[config.mk]
export PLATFORM = sky130hd
export DESIGN_NAME = regfile_bypass_sb
export DESIGN_NICKNAME = d
export VERILOG_FILES = /design/src/rtl/regfile_bypass_sb.sv
export SDC_FILE = /design/constraint.sdc
export NUM_CORES = 1
export LEC_CHECK = 0
export BUFFER_PORTS_ARGS = -buffer_cell sky130_fd_sc_hd__clkbuf_2
export CORE_UTILIZATION = 30
export DETAILED_ROUTE_END_ITERATION = 12
export PLACE_DENSITY = 0.52
export SLEW_MARGIN = 10
export SYNTH_ARGS = -nofsm -noshare
export SYNTH_HDL_FRONTEND = slang
export SYNTH_SLANG_ARGS = --single-unit
[constraint.sdc]
create_clock -name clk -period 9.7 [get_ports clk]
set_clock_uncertainty 0.05 [all_clocks]
set_input_delay 0.97 -clock clk [delete_from_list [all_inputs] [get_ports clk]]
set_output_delay 0.97 -clock clk [all_outputs]
set_load 0.01 [all_outputs]
[src/rtl/regfile_bypass_sb.sv]
// Parametrised multi-port register file with optional write-to-read bypass,
// optional hardwired zero register and a per-register busy scoreboard.
// Decode reads operands and reserves its destination; writeback writes data
// and clears the busy bit of the register it writes.
module regfile_bypass_sb #(
  parameter int DATA_W   = 16,
  parameter int NUM_REGS = 16,
  parameter int ADDR_W   = $clog2(NUM_REGS),
  parameter int NUM_RD   = 2,
  parameter int BYPASS   = 1,
  parameter int ZERO_REG = 0
) (
  input  logic                     clk,
  input  logic                     rst,
  input  logic [NUM_RD*ADDR_W-1:0] SrcReg,
  output logic [NUM_RD*DATA_W-1:0] SrcData,
  output logic [NUM_RD-1:0]        SrcBusy,
  input  logic                     WriteReg,
  input  logic [ADDR_W-1:0]        DstReg,
  input  logic [DATA_W-1:0]        DstData,
  input  logic                     RsvEn,
  input  logic [ADDR_W-1:0]        RsvReg,
  output logic [NUM_REGS-1:0]      BusyVec
);

  // An address names real storage when it is in range and is not the
  // hardwired zero register (which has no storage and no busy bit).
  function automatic logic addr_valid(input logic [ADDR_W-1:0] a);
    logic [31:0] a_ext;
    a_ext = {{(32-ADDR_W){1'b0}}, a};
    return (a_ext < 32'(NUM_REGS)) && !((ZERO_REG != 0) && (a == '0));
  endfunction

  logic [NUM_REGS-1:0][DATA_W-1:0] mem_q;
  logic [NUM_REGS-1:0]             busy_q;
  logic [NUM_REGS-1:0]             busy_d;
  logic                            wr_ok;
  logic                            rsv_ok;
  logic [ADDR_W-1:0]               rd_addr;
  logic                            rd_hit;

  // Qualified write/reserve strobes; while reset is held both are discarded,
  // which also keeps the bypass path quiet so every read returns zero.
  always_comb begin
    wr_ok  = WriteReg && !rst && addr_valid(DstReg);
    rsv_ok = RsvEn    && !rst && addr_valid(RsvReg);
  end

  // Scoreboard next state: a reserve beats a writeback on the same register,
  // since the newly issued producer supersedes the one retiring.
  always_comb begin
    busy_d = busy_q;
    for (int n = 0; n < NUM_REGS; n++) begin
      if (rsv_ok && (RsvReg == ADDR_W'(n))) begin
        busy_d[n] = 1'b1;
      end else if (wr_ok && (DstReg == ADDR_W'(n))) begin
        busy_d[n] = 1'b0;
      end
    end
  end

  // Register storage; invalid writes never touch it.
  always_ff @(posedge clk or posedge rst) begin
    if (rst) begin
      mem_q <= '0;
    end else if (wr_ok) begin
      mem_q[DstReg] <= DstData;
    end
  end

  // Busy scoreboard state.
  always_ff @(posedge clk or posedge rst) begin
    if (rst) begin
      busy_q <= '0;
    end else begin
      busy_q <= busy_d;
    end
  end

  assign BusyVec = busy_q;

  // Combinational read ports; a forwarded write counts as ready data.
  always_comb begin
    SrcData = '0;
    SrcBusy = '0;
    rd_addr = '0;
    rd_hit  = 1'b0;
    for (int i = 0; i < NUM_RD; i++) begin
      rd_addr = SrcReg[i*ADDR_W +: ADDR_W];
      rd_hit  = (BYPASS != 0) && wr_ok && (DstReg == rd_addr);
      if (addr_valid(rd_addr)) begin
        SrcData[i*DATA_W +: DATA_W] = rd_hit ? DstData : mem_q[rd_addr];
        SrcBusy[i]                  = busy_q[rd_addr] && !rd_hit;
      end
    end
  end

endmodule
==> results.cfg, run 1 <==
[sta]
timing.final.crit_share = 0.505
rsz0062_at_grt = false
hold_ws_ns = 0.462
maxClockFrequency_mhz = 204
setup_viol = 0
tns_ns = 0
slew_headroom = 0.248
finalCriticalPeriod_ns = 4.90
hold_fails_final_rpt = 0
actual_slew_at_the_worst_max_slew_pin_ns = 1.13
drv_slew = 0

[final_layout]
diodes = 0
final-instance-count-excl-fill = 1707
layout-drive-gt1-share = 0.576
final_util = 0.347
areaGrowthSynthToFinish_pct = 13.5
fin_nets = 1054

[logic_synthesis]
yosys_warnings = 0
postSynthRegisterBits = 272
netlist-cell-type-count = 31
syn-mean-instance-area_sq_um = 15.7
ys_seq_area_frac = 0.451
synthTopCellsByArea = sky130_fd_sc_hd__dfrtp_1, sky130_fd_sc_hd__mux2_2, sky130_fd_sc_hd__mux4_2
synth_top_area_share = 0.451
synthCells = 961
netlist_area_sq_mm = 0.0151
synth_top_cell_by_area = sky130_fd_sc_hd__dfrtp_1
synth_net_count = 997

[cts]
clk_root_buffer_cell = sky130_fd_sc_hd__clkbuf_16
cts_max_level = 1
total_clock_sinks = 272
clock_path_buffers = 3
cts.reportedPaths.clkPinSlew_ns = 0.06
post_cts.resized_instances = 0
cts_tree = built
postCtsSetupRepairBufs = 0
post_cts_hold_buffer_count = 0
cts-buffers-inserted = 31
clock_latency_ns = 0.58

[setup_path]
worst_setup_path_end_kind = output pin
critical_path.max_stage_delay_ns = 0.72
critical_path_stages = 7
critical-path-top-cell-by-count = sky130_fd_sc_hd__buf_4
path_class = in2out
worstRegToRegCells = 1
worstPathBufferInverterCount = 3
path_cells = buf_4 > buf_4 > xor2_1 > nor3_1 > nand3_2 > mux2_2 > clkbuf_2
setup.reg_to_reg.worst_slack_ns = 8.85
data_arrival_at_the_endpoint_of_the_critical_path_ns = 3.88
rr_endpoint = mem_q[47]
critPathRequiredTime_ns = 8.68
critical-path-top-delay-family = buffers and inverters
setup.worst_path.start_class = input pin
cp_max_fo = 37
r2r_start = mem_q[47]
cp_slowest_cell = sky130_fd_sc_hd__buf_4

[run_status]
run_status = finished, final reports clean

[min_path]
whs_path_depth = 1
min_to = mem_q[192]
timing.hold.worst.class = reg2reg
hold_start = mem_q[192]

[flow_run]
drv_cap = 0

[placement]
place.port_buffers = 85
hpwlAfterDp_um = 26400
gp_routability_congestion = 0.760
placedCellCount = 1649

[floorplan]
fp.dieH_um = 226
row_count = 81
die-area_sq_mm = 0.0512
starting_utilization_of_the_core_area = 0.306
floorplan.die.width_um = 226
pin_count = 86
fp.coreArea_sq_mm = 0.0493

[grt]
grt_max_degree = 89
first_pass_grt_wire_length_um = 66100
gr-usage-all-layers = 0.178
globalRoute.busiestLayer = met2
grt_use_met3 = 0.0330
gr-usage-met1 = 0.247
first_global_vias = 9575
grt_met2_use = 0.287
antenna_found_initial = 1
grt-ovfl-total = 0

[detailed_routing]
initialDrtViolationCount = 588
total_via_count_after_detailed_routing = 9075
antenna_violating_nets_post_route = 0
dr.pass1.iters = 4
drc = 0
avgRoutedWirePerCell_um = 26.0
wl_final_um = 44400
vias_per_cell = 5.32

[power_and_ir_drop]
vdd_ir_drop_max_mv = 0.125
power.static_leakage_nw = 7.54
pwr_density_cell_mw_per_mm2 = 204
-- synth_stat cells, drive strengths merged --
cell type / instances
nand2: 15
dfrtp: 272
o31ai: 1
inv: 9
clkbuf: 17
o22ai: 5
o32ai: 1
nor3: 4
buf: 67
nor2: 5
o211a: 2
nor2b: 10
xnor2: 2
mux4: 136
nand4: 1
nor3b: 2
nor4: 1
mux2i: 98
xor2: 6
nand3: 5
a22o: 9
nand2b: 3
mux2: 290
-- routing by layer --
layer / share of wire / up-vias
li1: - / 3841
met1: 0.45 / 4940
met2: 0.47 / 233
met3: 0.054 / 59
met4: 0.022 / 2
met5: 0.00029 / -
-- stage by stage --
step           cell area, sq um  setup slack (ns)  power, mW
3_5_place_dp              16100              4.75       2.37
3_3_place_gp              16100              4.76       2.35
4_1_cts                   17100              4.75       3.54
5_1_grt                   17100              4.49       3.67
6_report                  17100              4.80       3.50
2_1_floorplan             15100              1.17       2.11
-- worst max path at each step --
stage | from | to
after global placement | SrcReg[0] | SrcData[15]
final | SrcReg[0] | SrcData[4]
after global routing | SrcReg[0] | SrcData[4]
after detailed placement | SrcReg[0] | SrcData[4]
after floorplan | rst | BusyVec[0]
after CTS | SrcReg[0] | SrcData[4]
-- flip-flops by register name, indices dropped and copies added (netlist names) --
register / cells
mem_q: 256
BusyVec: 16
-- placed cells by master (no fill, tap or decap), drive strengths merged --
master	count
mux2	290
dfrtp	272
mux4	136
clkbuf	125
mux2i	98
buf	27
nand2	15
clkinv	13
inv	10
nor2b	10
a22o	9
xor2	6
o22ai	5
nor2	5
nand3	5
nor3	4
nand2b	3
nor3b	2
xnor2	2
o211a	2
nor4	1
nand4	1
o32ai	1
o31ai	1
-- layout make-up --
| class | count | area, sq um |
|---|---|---|
| Inverter | 9 | 41.3 |
| Clock inverter | 14 | 88.8 |
| Multi-Input combinational cell | 596 | 7820 |
| Sequential cell | 272 | 6810 |
| Timing Repair Buffer | 108 | 608 |
| Tap cell | 664 | 831 |
| Fill cell | 4844 | 32100 |
| Clock buffer | 44 | 915 |
-- power breakdown --
| group | leakage [nW] | switching [mW] | internal (mW) |
|---|---|---|---|
| combinational | 3.57 | 0.336 | 0.485 |
| sequential | 3.46 | 0.161 | 1.36 |
| clock | 0.512 | 0.499 | 0.656 |
-- cells by family (layout without fill, tap and decap cells) --
group	Yosys count	in the layout	synth area share
and+or+nand+nor	46	46	0.0191
DFF	272	272	0.451
buffers and inverters	93	175	0.0305
muxes	524	524	0.485
AOI/OAI and AO/OA	18	18	0.00971
xor gates and xnor gates	8	8	0.00465
(Power assumes the default switching activity.)
==> inputs of run 2 (changes only) <==
--- a/config.mk
+++ b/config.mk
@@ -5,6 +5,7 @@
 export SDC_FILE = /design/constraint.sdc
 export NUM_CORES = 1
 export LEC_CHECK = 0
+export ABC_AREA = 1
 export BUFFER_PORTS_ARGS = -buffer_cell sky130_fd_sc_hd__clkbuf_2
 export CORE_UTILIZATION = 30
 export DETAILED_ROUTE_END_ITERATION = 12
==> constraint.sdc (replaced) <==
create_clock -name clk -period 5 [get_ports clk]
set_clock_uncertainty 0.05 [all_clocks]
set_input_delay 0.5 -clock clk [delete_from_list [all_inputs] [get_ports clk]]
set_output_delay 0.5 -clock clk [all_outputs]
set_load 0.01 [all_outputs]
==> run 2 against run 1 <==
Against the previous run:
- routed wire length grew 49%
- power rose by 110%
- core utilization is 0.51 points lower
- clock power increased by 130%
- sequential power is 88% higher
- cell count rose by 87%
- register-to-register slack got worse by 4.7 ns
- area after synthesis is 8.6% higher
- critical path depth up 5
- via count grew 85%
- synthesized cell count rose to 2.6 times the previous value
- global-route usage grew 5.9 points
- critical path type unchanged
- highest routed layer unchanged
==> results.cfg, run 2 <==
[setup_path]
rr_endpoint = BusyVec[3]
worstRegToRegCells = 1
cp-endpoint = SrcData[22]
worst_setup_path_end_kind = output pin
setup.worst_path.start_class = input pin
path_class = in2out
worstSetupStartpoint = rst
critPathRequiredTime_ns = 4.45
r2r_start = BusyVec[3]
setup.reg_to_reg.worst_slack_ns = 4.19
data_arrival_at_the_endpoint_of_the_critical_path_ns = 3.41
cp_max_fo = 18

[detailed_routing]
total_via_count_after_detailed_routing = 16800
avgRoutedWirePerCell_um = 20.7
vias_per_cell = 5.24
drc = 0
antenna_violating_nets_post_route = 0
initialDrtViolationCount = 1785
wl_final_um = 66300
dr.pass1.iters = 8

[grt]
grt-ovfl-total = 0
grt_max_degree = 133
antenna_found_initial = 6
first_global_vias = 15900
first_pass_grt_wire_length_um = 99900
gr-usage-all-layers = 0.237

[floorplan]
fp.dieH_um = 236
fp.coreArea_sq_mm = 0.0539
starting_utilization_of_the_core_area = 0.304
pin_count = 86
floorplan.die.width_um = 236
die-area_sq_mm = 0.0555
row_count = 85

[final_layout]
layout-drive-gt1-share = 0.0957
largest_reg_flops = 256
areaGrowthSynthToFinish_pct = 12.7
layout_commonest_cell = sky130_fd_sc_hd__nand2_1
num-fill-cells = 5783
regArea_sq_mm = 0.00681
most-common-layout-cells = sky130_fd_sc_hd__nand2_1, sky130_fd_sc_hd__nand3_1, sky130_fd_sc_hd__inv_1, sky130_fd_sc_hd__dfrtp_1, sky130_fd_sc_hd__o21ai_0
final_util = 0.342
multi_input_combinational_cell_area_sq_mm = 0.00772
top_register = mem_q
fin_nets = 2509

[sta]
rsz0062_at_grt = false
tns_ns = 0
drv_slew = 0
maxClockFrequency_mhz = 253
timing.final.crit_share = 0.792
hold_fails_final_rpt = 0
setup_viol = 0
finalCriticalPeriod_ns = 3.96
actual_slew_at_the_worst_max_slew_pin_ns = 1.13
slew_headroom = 0.245

[cts]
clk_root_buffer_cell = sky130_fd_sc_hd__clkbuf_16
cts_tree = built
clock_path_buffers = 3
clock_latency_ns = 0.54
postCtsSetupRepairBufs = 0
cts.reportedPaths.clkPinSlew_ns = 0.05
cts_max_level = 2
cts-buffers-inserted = 35
total_clock_sinks = 272

[min_path]
whs_path_depth = 4
timing.hold.worst.class = in2reg

[placement]
hpwlAfterDp_um = 39200
place.port_buffers = 85
gp_routability_congestion = 0.849

[logic_synthesis]
post_synthesis_async_set_or_reset_flop_share = 1.00
syn-mean-instance-area_sq_um = 6.56
synth_top_area_share = 0.415
number_of_enable_type_register_cells_in_the_synthesized_netlist = 0
synth_top_cell_by_area = sky130_fd_sc_hd__dfrtp_1
most_common_cell_in_the_netlist = sky130_fd_sc_hd__nand2_1
netlist_area_sq_mm = 0.0164
postSynthRegisterBits = 272
yosys_warnings = 0
synthTopCellsByArea = sky130_fd_sc_hd__dfrtp_1, sky130_fd_sc_hd__nand2_1, sky130_fd_sc_hd__nand3_1
ys_seq_area_frac = 0.415
synth_flop_cell = sky130_fd_sc_hd__dfrtp_1
synth_commonest_cells = sky130_fd_sc_hd__nand2_1, sky130_fd_sc_hd__nand3_1, sky130_fd_sc_hd__inv_1, sky130_fd_sc_hd__dfrtp_1, sky130_fd_sc_hd__o21ai_0
netlist-cell-type-count = 25
synth_net_count = 2535
synthCells = 2499

[flow_run]
drv_cap = 0

[power_and_ir_drop]
power.static_leakage_nw = 9.12
pwr_density_cell_mw_per_mm2 = 396
vdd_ir_drop_max_mv = 0.207

[run_status]
run_status = finished, final reports clean
==> run 2: changes by cell type after synthesis, moves of 98 or more <==
cell                      before  now
sky130_fd_sc_hd__inv_1         9  293
sky130_fd_sc_hd__mux2_2      287    0
sky130_fd_sc_hd__mux2i_1      98    0
sky130_fd_sc_hd__mux4_2      136    0
sky130_fd_sc_hd__nand2_1      12  940
sky130_fd_sc_hd__nand3_1       3  469
sky130_fd_sc_hd__o21ai_0       0  202
==> run 2: what timing repair did <==
action | CTS | global route
endpoints found under the hold margin | 2 | 0
hold buffers | 1 | 0
setup endpoints to repair | 0 | 0
gates resized for setup | 0 | 0
==> run 2: worst max-delay path, cell delays in order <==
cell                            delay, ns
sky130_fd_sc_hd__dlygate4sd3_1       0.53
sky130_fd_sc_hd__clkbuf_2            0.12
sky130_fd_sc_hd__clkinvlp_4          0.20
sky130_fd_sc_hd__nand2_1             0.20
sky130_fd_sc_hd__inv_2               0.15
sky130_fd_sc_hd__o21ai_1             0.08
sky130_fd_sc_hd__nor2_1              0.12
sky130_fd_sc_hd__nand2_2             0.44
sky130_fd_sc_hd__inv_2               0.62
sky130_fd_sc_hd__nand2_1             0.13
sky130_fd_sc_hd__nand2_2             0.14
sky130_fd_sc_hd__clkbuf_2            0.16
==> run 2: logic make-up (layout without fill, tap and decap cells) <==
family | after synthesis | count (layout) | synth area share
buffers and inverters | 487 | 486 | 0.120
XOR/XNOR | 2 | 2 | 0.00107
AND/OR/NAND/NOR | 1445 | 1445 | 0.371
other | 0 | 5 | 0
AO/OA/AOI/OAI | 293 | 293 | 0.0928
flip-flops | 272 | 272 | 0.415
==> run 2: area by class of cell <==
cell class / instances / share of cell area
inverters: 307 / 0.0629
clock buffers: 51 / 0.0563
repair buffers: 117 / 0.0385
diodes: 5 / 0.000678
clock inverters: 11 / 0.00725
well taps: 696 / 0.0472
flip-flops and latches: 272 / 0.369
multi-input cells: 1740 / 0.418
==> run 2: where the power goes <==
part	leakage, nW	switching, mW	total [mW]	internal (mW)
Combinational	5.34	1.25	1.82	0.577
Clock	0.582	1.02	2.62	1.59
Sequential	3.19	0.174	2.86	2.69
Total	9.12	2.44	7.30	4.86
==> run 2: how the worst min path moves through the flow <==
| stage | from | endpoint | slack, ns |
|---|---|---|---|
| after floorplan | mem_q[112] | mem_q[112] | 0.41 |
| after global placement | rst | mem_q[237] | 0.42 |
| after detailed placement | rst | mem_q[77] | 0.42 |
| after CTS | RsvReg[1] | BusyVec[12] | 0.22 |
| after global routing | RsvReg[0] | BusyVec[12] | 0.28 |
| final | RsvReg[0] | BusyVec[12] | 0.25 |
==> run 2: routing by layer <==
| metal | wire, um | up-vias | GRT usage |
|---|---|---|---|
| met4 | 2500 | 6 | 0.107 |
| li1 | - | 7815 | - |
| met5 | 46 | - | 0 |
| met2 | 30500 | 747 | 0.381 |
| met3 | 5210 | 161 | 0.0416 |
| met1 | 28100 | 8033 | 0.311 |
==> run 2: stage by stage <==
stage / hold WS [ns] / instances / instance area (sq um) / power (mW) / setup WS [ns]
finish: 0.252 / 3199 / 18500 / 7.30 / 1.04
global route: 0.278 / 3197 / 18500 / 7.73 / 0.913
CTS: 0.224 / 3194 / 18400 / 7.36 / 1.05
detailed placement: 0.420 / 3131 / 17300 / 4.71 / 1.41
global placement: 0.419 / 3131 / 17300 / 4.68 / 1.40
floorplan: 0.409 / 2499 / 16500 / 4.16 / -1.42
==> inputs of run 3 (changes only) <==
==> constraint.sdc (replaced) <==
create_clock -name clk -period 4.15 [get_ports clk]
set_clock_uncertainty 0.05 [all_clocks]
set_input_delay 0.415 -clock clk [delete_from_list [all_inputs] [get_ports clk]]
set_output_delay 0.415 -clock clk [all_outputs]
set_load 0.01 [all_outputs]
==> run 3 against run 2 <==
Against the previous run:
- register-to-register slack got worse by 0.86 ns
- clock power up 21%
- non-clock buffer count increased by 8
- cell count increased by 0.19%
- critical path depth fell by 1
- critical endpoint unchanged
- power grew 21%
- core utilization is 0.18 points higher
- flip-flop and latch count unchanged
- via count up 0.17%
==> results.cfg, run 3 (synthesis gave the netlist of run 2 again) <==
[run_status]
run_status = finished, final reports clean

[cts]
clock_latency_ns = 0.54
post_cts.resized_instances = 0
total_clock_sinks = 272
clk_root_buffer_cell = sky130_fd_sc_hd__clkbuf_16
post_cts_hold_buffer_count = 0
cts-buffers-inserted = 35
cts_tree = built
postCtsSetupRepairBufs = 0
cts.reportedPaths.clkPinSlew_ns = 0.06
cts_max_level = 2
clock_path_buffers = 3

[detailed_routing]
dr.pass1.iters = 7
avgRoutedWirePerCell_um = 20.7
drc = 0
route.met3.wl_um = 5510
initialDrtViolationCount = 1765
vias_per_cell = 5.24
wl_final_um = 66400
antenna_violating_nets_post_route = 0
total_via_count_after_detailed_routing = 16800
drt-met1-wl_um = 27800
highest_layer = met5
wl_met2_um = 30300

[setup_path]
worst_setup_path_end_kind = output pin
rr_endpoint = BusyVec[1]
critical_path.max_stage_delay_ns = 0.68
r2r_start = BusyVec[1]
cp_slowest_cell = sky130_fd_sc_hd__buf_4
critPathRequiredTime_ns = 3.68
setup.worst_path.start_class = input pin
path_class = in2out
data_arrival_at_the_endpoint_of_the_critical_path_ns = 2.59
setup.reg_to_reg.worst_slack_ns = 3.33
path_cells = buf_4 > inv_4 > buf_4 > nand2_1 > nand3_1 > nand3_1 > nand3_1 > nand2_1 > nand2_1 > nand2_2 > clkbuf_2
worstRegToRegCells = 2
cp_max_fo = 62

[floorplan]
fp.dieH_um = 236
starting_utilization_of_the_core_area = 0.304
fp.coreArea_sq_mm = 0.0539
floorplan.die.width_um = 236
die-area_sq_mm = 0.0555
row_count = 85
pin_count = 86

[grt]
first_global_vias = 16200
grt_max_degree = 116
grt-ovfl-total = 0
gr-usage-all-layers = 0.241
first_pass_grt_wire_length_um = 102000
antenna_found_initial = 6

[sta]
timing.final.crit_share = 0.735
drv_slew = 0
actual_slew_at_the_worst_max_slew_pin_ns = 1.19
finalCriticalPeriod_ns = 3.05
setup_ws_post_layout_ns = 1.10
slew_headroom = 0.203
tns_ns = 0
rsz0062_at_grt = false
maxClockFrequency_mhz = 328
setup_viol = 0
hold_fails_final_rpt = 0

[final_layout]
areaGrowthSynthToFinish_pct = 13.3
layout-drive-gt1-share = 0.0982
fin_nets = 2517
num-fill-cells = 5775
final-instance-count-excl-fill = 3205
most-common-layout-cells = sky130_fd_sc_hd__nand2_1, sky130_fd_sc_hd__nand3_1, sky130_fd_sc_hd__inv_1, sky130_fd_sc_hd__dfrtp_1, sky130_fd_sc_hd__o21ai_0
top_register = mem_q
layout_commonest_cell = sky130_fd_sc_hd__nand2_1
largest_reg_flops = 256

[power_and_ir_drop]
power.static_leakage_nw = 9.16
pwr_density_cell_mw_per_mm2 = 477
vdd_ir_drop_max_mv = 0.221

[placement]
placedCellCount = 3140
hpwlAfterDp_um = 39600
place.port_buffers = 85
gp_routability_congestion = 0.857
dpl_worst_slack_ns = 1.14

[flow_run]
drv_cap = 0

[min_path]
timing.hold.worst.class = in2async
## run 3: layout make-up
cell class	count	area (sq um)	area share
Antenna cell	4	10.0	0.000539
Tap cell	696	871	0.0469
Multi-Input combinational cell	1740	7720	0.416
Timing Repair Buffer	125	806	0.0434
Inverter	307	1160	0.0626
Clock buffer	53	1060	0.0569
Sequential cell	272	6810	0.367
Clock inverter	8	121	0.00654
## run 3: layer usage
| layer | GRT usage | vias to the layer above |
|---|---|---|
| met5 | 0 | - |
| met2 | 0.386 | 807 |
| met3 | 0.0419 | 183 |
| met4 | 0.113 | 4 |
| met1 | 0.314 | 7971 |
| li1 | - | 7825 |
## run 3: how the worst max path moves through the flow
| stage | from | end | slack, ns | cells after the start |
|---|---|---|---|---|
| after detailed placement | SrcReg[0] | SrcData[12] | 1.14 | 11 |
| after CTS | SrcReg[0] | SrcData[12] | 1.15 | 11 |
| final | SrcReg[4] | SrcData[22] | 1.10 | 11 |
| after global routing | SrcReg[4] | SrcData[17] | 0.95 | 11 |
| after floorplan | rst | SrcData[19] | -2.10 | 9 |
| after global placement | SrcReg[4] | SrcData[22] | 1.15 | 11 |
## run 3: critical path, delay by kind of cell
family	cells	cell delay (ns)
buf+inv	4	1.43
simple gates	7	0.68
## run 3: where the power goes
group / switching, mW / leakage [nW] / internal, mW
Combinational: 1.52 / 5.39 / 0.703
Sequential: 0.210 / 3.19 / 3.24
Clock: 1.23 / 0.581 / 1.94
Total: 2.96 / 9.16 / 5.89
## run 3: through the flow
step,utilization,hold slack [ns],total power [mW],instance area [sq um]
after global routing,0.344,0.127,9.38,18600
after detailed placement,0.322,0.428,5.70,17400
after global placement,0.322,0.421,5.65,17400
after CTS,0.344,0.152,8.90,18500
after floorplan,-,0.409,5.01,16500
final,0.344,0.0615,8.85,18600
